[src/rtl/fetch_pkg.sv]
// Shared types and widths for the instruction fetch slice.
package fetch_pkg;
  localparam int ADDR_W = 16;
  localparam int DATA_W = 32;

  typedef enum logic {HALT, RUN} fetch_state_e;

  typedef struct packed {
    logic [DATA_W-1:0] instr;
    logic [ADDR_W-1:0] pc;
  } fetch_entry_t;
endpackage

[src/rtl/fetch_if.sv]
// Decode-side valid/ready handshake carrying an instruction and its address.
interface fetch_if;
  import fetch_pkg::*;

  logic              if_valid;
  logic              if_ready;
  logic [DATA_W-1:0] if_instr;
  logic [ADDR_W-1:0] if_pc;

  modport master (output if_valid, if_instr, if_pc, input if_ready);
  modport slave  (input if_valid, if_instr, if_pc, output if_ready);
endinterface

[src/rtl/fetch_fifo.sv]
// Small synchronous instruction buffer; flush wins over a same-cycle push.
module fetch_fifo
  import fetch_pkg::*;
#(
  parameter int FIFO_DEPTH = 2,
  parameter int CNT_W      = $clog2(FIFO_DEPTH + 1)
) (
  input  logic             clk,
  input  logic             rst,
  input  logic             push,
  input  logic             pop,
  input  logic             flush,
  input  fetch_entry_t     din,
  output logic [CNT_W-1:0] count,
  output fetch_entry_t     head
);
  localparam int PTR_W = $clog2(FIFO_DEPTH);

  fetch_entry_t     mem [FIFO_DEPTH];
  logic [PTR_W-1:0] rd_ptr;
  logic [PTR_W-1:0] wr_ptr;
  logic             do_pop;

  assign do_pop = pop && (count != '0);
  assign head   = mem[rd_ptr];

  always_ff @(posedge clk) begin
    if (rst || flush) begin
      rd_ptr <= '0;
      wr_ptr <= '0;
      count  <= '0;
    end else begin
      if (push)   wr_ptr <= wr_ptr + 1'b1;
      if (do_pop) rd_ptr <= rd_ptr + 1'b1;
      case ({push, do_pop})
        2'b10:   count <= count + 1'b1;
        2'b01:   count <= count - 1'b1;
        default: ;
      endcase
    end
  end

  // Storage carries data only; pointers alone define what is valid.
  always_ff @(posedge clk) begin
    if (push && !flush) mem[wr_ptr] <= din;
  end
endmodule

[src/rtl/fetch_unit.sv]
// Fetch controller: owns the PC, drives the 1-cycle-latency ROM and buffers returns.
module fetch_unit
  import fetch_pkg::*;
#(
  parameter logic [ADDR_W-1:0] RESET_VECTOR = 16'h0000,
  parameter int                FIFO_DEPTH   = 2
) (
  input  logic              clk,
  input  logic              rst,
  input  logic              run,
  input  logic              redirect_valid,
  input  logic [ADDR_W-1:0] redirect_pc,
  output logic [ADDR_W-1:0] rom_addr,
  input  logic [DATA_W-1:0] rom_data,
  output logic              halted,
  fetch_if.master           dec
);
  localparam int CNT_W = $clog2(FIFO_DEPTH + 1);

  fetch_state_e      state;
  logic [ADDR_W-1:0] pc;
  logic [ADDR_W-1:0] fetch_pc_q;
  logic              inflight;
  logic              deq;
  logic              issue;
  logic [CNT_W-1:0]  count;
  logic [CNT_W:0]    occupancy;
  fetch_entry_t      ret_entry;
  fetch_entry_t      head;

  assign deq       = dec.if_valid && dec.if_ready;
  assign occupancy = {1'b0, count} + (CNT_W + 1)'(inflight) - (CNT_W + 1)'(deq);
  // A redirect flushes the buffer, so it always has room for the target fetch.
  assign issue     = (state == RUN) && run &&
                     (redirect_valid || (occupancy < (CNT_W + 1)'(FIFO_DEPTH)));
  assign rom_addr  = redirect_valid ? redirect_pc : pc;

  always_ff @(posedge clk) begin
    if (rst) begin
      state    <= HALT;
      pc       <= RESET_VECTOR;
      inflight <= 1'b0;
      halted   <= 1'b1;
    end else begin
      case (state)
        HALT:    if (run)  state <= RUN;
        RUN:     if (!run) state <= HALT;
        default: state <= HALT;
      endcase
      inflight <= issue;
      if (issue)               pc <= rom_addr + 1'b1;
      else if (redirect_valid) pc <= redirect_pc;
      // Low run means HALT next cycle and no issue now, hence nothing in flight.
      halted <= !run;
    end
  end

  always_ff @(posedge clk) begin
    if (issue) fetch_pc_q <= rom_addr;
  end

  assign ret_entry = '{instr: rom_data, pc: fetch_pc_q};

  fetch_fifo #(
    .FIFO_DEPTH (FIFO_DEPTH),
    .CNT_W      (CNT_W)
  ) u_fifo (
    .clk   (clk),
    .rst   (rst),
    .push  (inflight),
    .pop   (deq),
    .flush (redirect_valid),
    .din   (ret_entry),
    .count (count),
    .head  (head)
  );

  assign dec.if_valid = (count != '0);
  assign dec.if_instr = head.instr;
  assign dec.if_pc    = head.pc;
endmodule
[src/flat_wrapper.sv]
// flat-port wrapper written by rule: the top's interface ports become plain ports
module fetch_unit_flat import fetch_pkg::*;
#(
  parameter logic [ADDR_W-1:0] RESET_VECTOR = 16'h0000,
  parameter int                FIFO_DEPTH   = 2
)
  (clk, rst, run, redirect_valid, redirect_pc, rom_addr, rom_data, halted, dec_if_valid, dec_if_instr, dec_if_pc, dec_if_ready);
  fetch_if dec_i ();
  input  logic clk;
  input  logic rst;
  input  logic run;
  input  logic redirect_valid;
  input  logic [ADDR_W-1:0] redirect_pc;
  output logic [ADDR_W-1:0] rom_addr;
  input  logic [DATA_W-1:0] rom_data;
  output logic halted;
  output wire logic [$bits(dec_i.if_valid)-1:0] dec_if_valid;
  output wire logic [$bits(dec_i.if_instr)-1:0] dec_if_instr;
  output wire logic [$bits(dec_i.if_pc)-1:0] dec_if_pc;
  input wire logic [$bits(dec_i.if_ready)-1:0] dec_if_ready;
  assign dec_if_valid = dec_i.if_valid;
  assign dec_if_instr = dec_i.if_instr;
  assign dec_if_pc = dec_i.if_pc;
  assign dec_i.if_ready = dec_if_ready;
  fetch_unit #(.RESET_VECTOR(RESET_VECTOR), .FIFO_DEPTH(FIFO_DEPTH)) u_core (.clk(clk), .rst(rst), .run(run), .redirect_valid(redirect_valid), .redirect_pc(redirect_pc), .rom_addr(rom_addr), .rom_data(rom_data), .halted(halted), .dec(dec_i));
endmodule
[config.mk]
export PLATFORM = sky130hd
export DESIGN_NAME = fetch_unit_flat
export DESIGN_NICKNAME = d
export VERILOG_FILES = /design/src/rtl/fetch_pkg.sv /design/src/rtl/fetch_if.sv /design/src/rtl/fetch_fifo.sv /design/src/rtl/fetch_unit.sv /design/src/flat_wrapper.sv
export SDC_FILE = /design/constraint.sdc
export NUM_CORES = 1
export LEC_CHECK = 0
export CORE_UTILIZATION = 50
export CTS_CLUSTER_DIAMETER = 200
export DETAILED_ROUTE_END_ITERATION = 10
export PLACE_DENSITY = 0.79
export SYNTH_ARGS = -nofsm -noshare
export SYNTH_HDL_FRONTEND = slang
export SYNTH_HIERARCHICAL = 1
export SYNTH_SLANG_ARGS = --single-unit
[constraint.sdc]
create_clock -name clk -period 5.2 [get_ports clk]
set_input_delay 0.78 -clock clk [delete_from_list [all_inputs] [get_ports clk]]
set_output_delay 0.78 -clock clk [all_outputs]
set_load 0.005 [all_outputs]
[Word level (Yosys, flattened, before mapping)]
Memories as Yosys holds them, arrays and structs flattened. A register that Yosys moved wholly into a read port is not among the register bits.
Index checks and enable logic that the tools add are counted.
Cells by class
  equality and inequality tests: 2
  mux-type cells: 8
  $add $sub $neg: 7
  order comparisons: 1
  reduce and logical (&&, ||, !) cells: 11
Operators with widths (count)
  16-bit two-way mux: 2
  16-bit by 1-bit adder with 16-bit output (second input constant): 1
  1-bit logical AND: 5
  1-bit two-way mux: 5
  2-bit case mux with 2 select lines: 1
  2-bit nonzero test: 2
  2-bit by 1-bit adder with 3-bit output: 1
  3-bit by 2-bit < comparator with 1-bit output (second input constant): 1
  3-bit by 1-bit subtractor with 3-bit output: 1
  1-bit adder (second input constant): 2
  2-bit by 1-bit adder with 2-bit output (second input constant): 1
  2-bit by 1-bit equality test with 1-bit output (second input constant): 1
  2-bit equality test (second input constant): 1
  1-bit logical NOT: 2
  1-bit logical OR: 2
  2-bit by 1-bit subtractor with 2-bit output (second input constant): 1
Word-level totals
  logic and storage cells: 38
  register bits after elaboration: 39
  memory bits (writable): 96
  memories: 1
  output and inout bits: 66
Memories
  u_core.u_fifo.mem: words 2, width 48, read ports 1, clocked after memory_dff 1, wr ports 1, RTL line fetch_fifo.sv:19  | fetch_entry_t mem [FIFO_DEPTH];

[Depth between registers and ports, before layout]
  depth in word-level cells: 7
  gate-level depth with buffers: 12

[By module]
Netlist, hierarchy kept.
Modules (own cells, without submodules)
  fetch_fifo: cells an instance 170, seq. area each 2982.9 sq um, area each 3658.5 sq um, times used 1
  fetch_unit: cells an instance 150, seq. area each 860.8 sq um, area each 1671.6 sq um, times used 1

[Least setup slack after synthesis]
OpenSTA, ideal clock, no wires.
  kind: input to register
  start: input redirect_valid
  end: memory u_core/u_fifo/mem[1][0] (netlist bit) (enable)
  data required time: 4676 ps
  cell stages on the path: 1
  path slack: 344 ps
  data arrival time: 4333 ps
  cell sequence: nor3b_1
Between the ends
  cells in the longest elaborated chain, start to end: 4
RTL lines
  from (decl): RTL line flat_wrapper.sv:12  | input logic redirect_valid;
  1-bit logical NOT: RTL line fetch_fifo.sv:45  | if (push && !flush) mem[wr_ptr] <= din;
  1-bit logical AND: RTL line fetch_fifo.sv:45
  1-bit two-way mux: RTL line fetch_fifo.sv:45
  1-bit two-way mux (not written as such): RTL line fetch_fifo.sv:45
  to (decl): RTL line fetch_fifo.sv:19
No other way between the ends.

[Worst setup path in the final report]
  start: input redirect_valid
  end: output rom_addr[2]
Between the ends
  cells in the longest elaborated chain, start to end: 1
RTL lines
  16-bit two-way mux
  to (decl): RTL line flat_wrapper.sv:14  | output logic [ADDR_W-1:0] rom_addr;
No other way between the ends.

==> reports/metrics.yaml <==
yosysTopAreaCellShare_pct: 63.1
wl_met2_um: 5020
cts_buffers: 17
yosysTopAreaCell: "edfxtp_1"
num_vias: 3172
insertion_delay_ns: 0.51
highest_layer: "met4"
path_class: "in -> out"
critPathTopFamily: "buffers and inverters"
grt_usage_pct: 19.1
clockPowerShare_pct: 46.7
cts_buffer_depth: 2
yosysUniqueCellTypes: 43
slew_viol_final: 0
start_kind: "input pin"
cp_max_fo: 28
critical-path-slowest-cell: "clkdlybuf4s50_1"
syn_avg_cell_area_um2: 16.7
hold_buffers: 0
cap_violations: 0
route.detailed.drc: 0
cp_data_arrival_time_ns: 3.12
whs_endpoint: "u_core/u_fifo/mem[1][7]"
synth-seq-area-share_pct: 72.1
cts_setup_buffers: 0
yosysMostFrequentCell: "edfxtp_1"
crit_path_frequent_cell: "clkdlybuf4s50_1"
m1WireLength_um: 4290
core_region_area_mm2: 0.0103
reg2reg_depth: 11
area_delta_synth_final_pct: 36.4
async_flop_share_pct: 0
synthTopCellsByArea: "edfxtp_1, mux2_2, dfxtp_1"
clk_pin_slew_worst_paths_ns: 0.06
end_kind: "output pin"
syn-instance-count: 320
ys_ff_latch: 136
finalCritPeriodShare_pct: 75.0
setup_viol: 0
drtIter0Drc: 207
fin_setup_tns_ns: 0
tritoncts: "yes"
hold_ws_ns: 0.444
r2r_start: "u_core/u_fifo/count[1]"
die_area_mm2: 0.0111
grt_pass1_vias: 3179
cts_max_level: 4
wl_per_cell_um: 16.9
syn_area_mm2: 0.00533
power.internal_mw: 2.03
seqPwrFrac_pct: 47.8
cp_data_required_time_ns: 4.42
rows: 37
syn-num-nets: 377
drive_gt1_share_pct: 21.8
reg2reg_to: "u_core/pc[15]"
die_y_um: 105
irDropWorstVdd_uv: 190
max_freq_ghz: 0.256
diodes: 0
cp-startpoint: "redirect_valid"
rsz0062_at_grt: "no"
first_pass_iters: 4
fin_skew_ns: 0.00765
wl_um: 10100
grt_max_degree: 49
hold_class: "reg -> reg"
gp_congestion: 0.850
path_cells: "clkdlybuf4s50_1, buf_4, o21ai_0, clkdlybuf4s50_1"
root_buffer: "clkbuf_8"
tightest_slew_ns: 1.06
wl_met3_um: 737
power_density_mw_per_mm2: 347
p_comb_share_pct: 5.6
viasPerCell: 5.29
synth_edf_count: 112
min_period_ns: 3.90
ys.flop_type: "edfxtp_1"
critical_path.max_stage_delay_ns: 0.96
finalHoldViolations: 0
synthTopCellsByCount: "edfxtp_1, mux2_2, dfxtp_1"
hp-start: "u_core/fetch_pc_q[7]"
grt_pass1_wl_um: 15700
yosysWarnings: 6
relSlewSlack_pct: 29.2
p_sw_mw: 0.491
path_buf_inv: 3
die_x_um: 105
clock-sinks: 136
outcome: "completed"
dp_hpwl_um: 6720
cts_resized: 0
numPortBuffers: 118
initial_core_util_pct: 51.6
antenna_found_initial: 0
grt_overflow: 0
min_path_cells: 0
pin_count: 119
r2r_slack_ns: 2.09
p_leak_nw: 2.47
switching_share_pct: 19.5
final_net_count: 508
postRouteAntennaNets: 0
-- how the worst max path moves through the flow --
stage	end	depth (start not counted)
finish	rom_addr[2]	4
detailed placement	rom_addr[2]	4
floorplan	u_core/u_fifo/mem[1][0]	1
global route	rom_addr[2]	4
CTS	rom_addr[2]	4
global placement	rom_addr[2]	4
-- placed cells by master, fill, tap and decap left out, types with 4 or more instances in the layout --
cell,instances
clkbuf_16,16
dfxtp_1,23
buf_4,5
inv_1,10
nand3_1,9
xor2_1,10
nand2_1,7
nand4_1,5
edfxtp_1,112
nor2_1,13
o21ai_0,4
nor3_1,8
nor2b_1,4
xnor2_1,6
clkdlybuf4s50_1,118
mux2_2,57
-- stage by stage --
stage                     cell area (um2)  instances  worst slack, ns  util (%)  power [mW]
after global routing                 7270        600             1.13      70.4        2.61
after floorplan                      5330        320            0.344         -        1.28
after detailed placement             6670        568             1.31      64.6        1.37
final                                7270        600             1.30      70.4        2.52
after global placement               6670        568             1.39      64.6        1.36
after CTS                            7270        600             1.30      70.4        2.54
-- power groups by stage --
stage / sequential (mW) / clock, mW / combinational [mW]
finish: 1.20 / 1.18 / 0.140
global route: 1.21 / 1.25 / 0.150
global placement: 1.23 / 0 / 0.135
CTS: 1.20 / 1.20 / 0.141
detailed placement: 1.23 / 0 / 0.139
floorplan: 1.22 / 0 / 0.0528
-- logic make-up (layout without fill, tap and decap cells) --
kind of cell	Yosys count	count (layout)	share of synthesized area (%)
AO/OA/AOI/OAI	23	23	3.57
XOR/XNOR	16	16	2.63
adder cells (fa/ha/maj)	4	4	1.08
buffers and inverters	21	165	1.76
flip-flops	136	136	72.1
multiplexers	63	63	13.2
AND/OR/NAND/NOR	57	57	5.61
-- metal layers --
metal	vias up	global-route usage, %
li1	1477	-
met1	1542	23.4
met2	143	31.6
met3	10	6.12
met4	0	7.04
met5	-	0
-- final cells by class --
class | count | area [um2]
flip-flops and latches | 136 | 3840
fillers | 702 | 3050
clock inverters | 12 | 150
multi-input cells | 163 | 1400
repair buffers | 123 | 1220
inverters | 10 | 37.5
well taps | 136 | 170
clock buffers | 20 | 445
-- flip-flops by register name (all words and copies together), names as in the netlist, named ones only --
signal                cells
u_core/u_fifo/wr_ptr      1
u_core/fetch_pc_q        16
u_core/state              1
u_core/halted             1
u_core/u_fifo/count       2
u_core/inflight           1
u_core/pc                16
u_core/u_fifo/mem        96
u_core/u_fifo/rd_ptr      1
-- worst reg2reg max path, stage by stage (launching register included) --
cell and delay [ns]:
dfxtp_1 0.35, inv_1 0.11, nand2_1 0.08, and2_1 0.18, ha_1 0.29, nor2b_1 0.14, fa_1 0.45, or3b_4 0.41
a221oi_4 0.50, nand2_4 0.11, o311ai_2 0.27, o41ai_2 0.11
No activity file was read; power rests on OpenSTA's default activity.
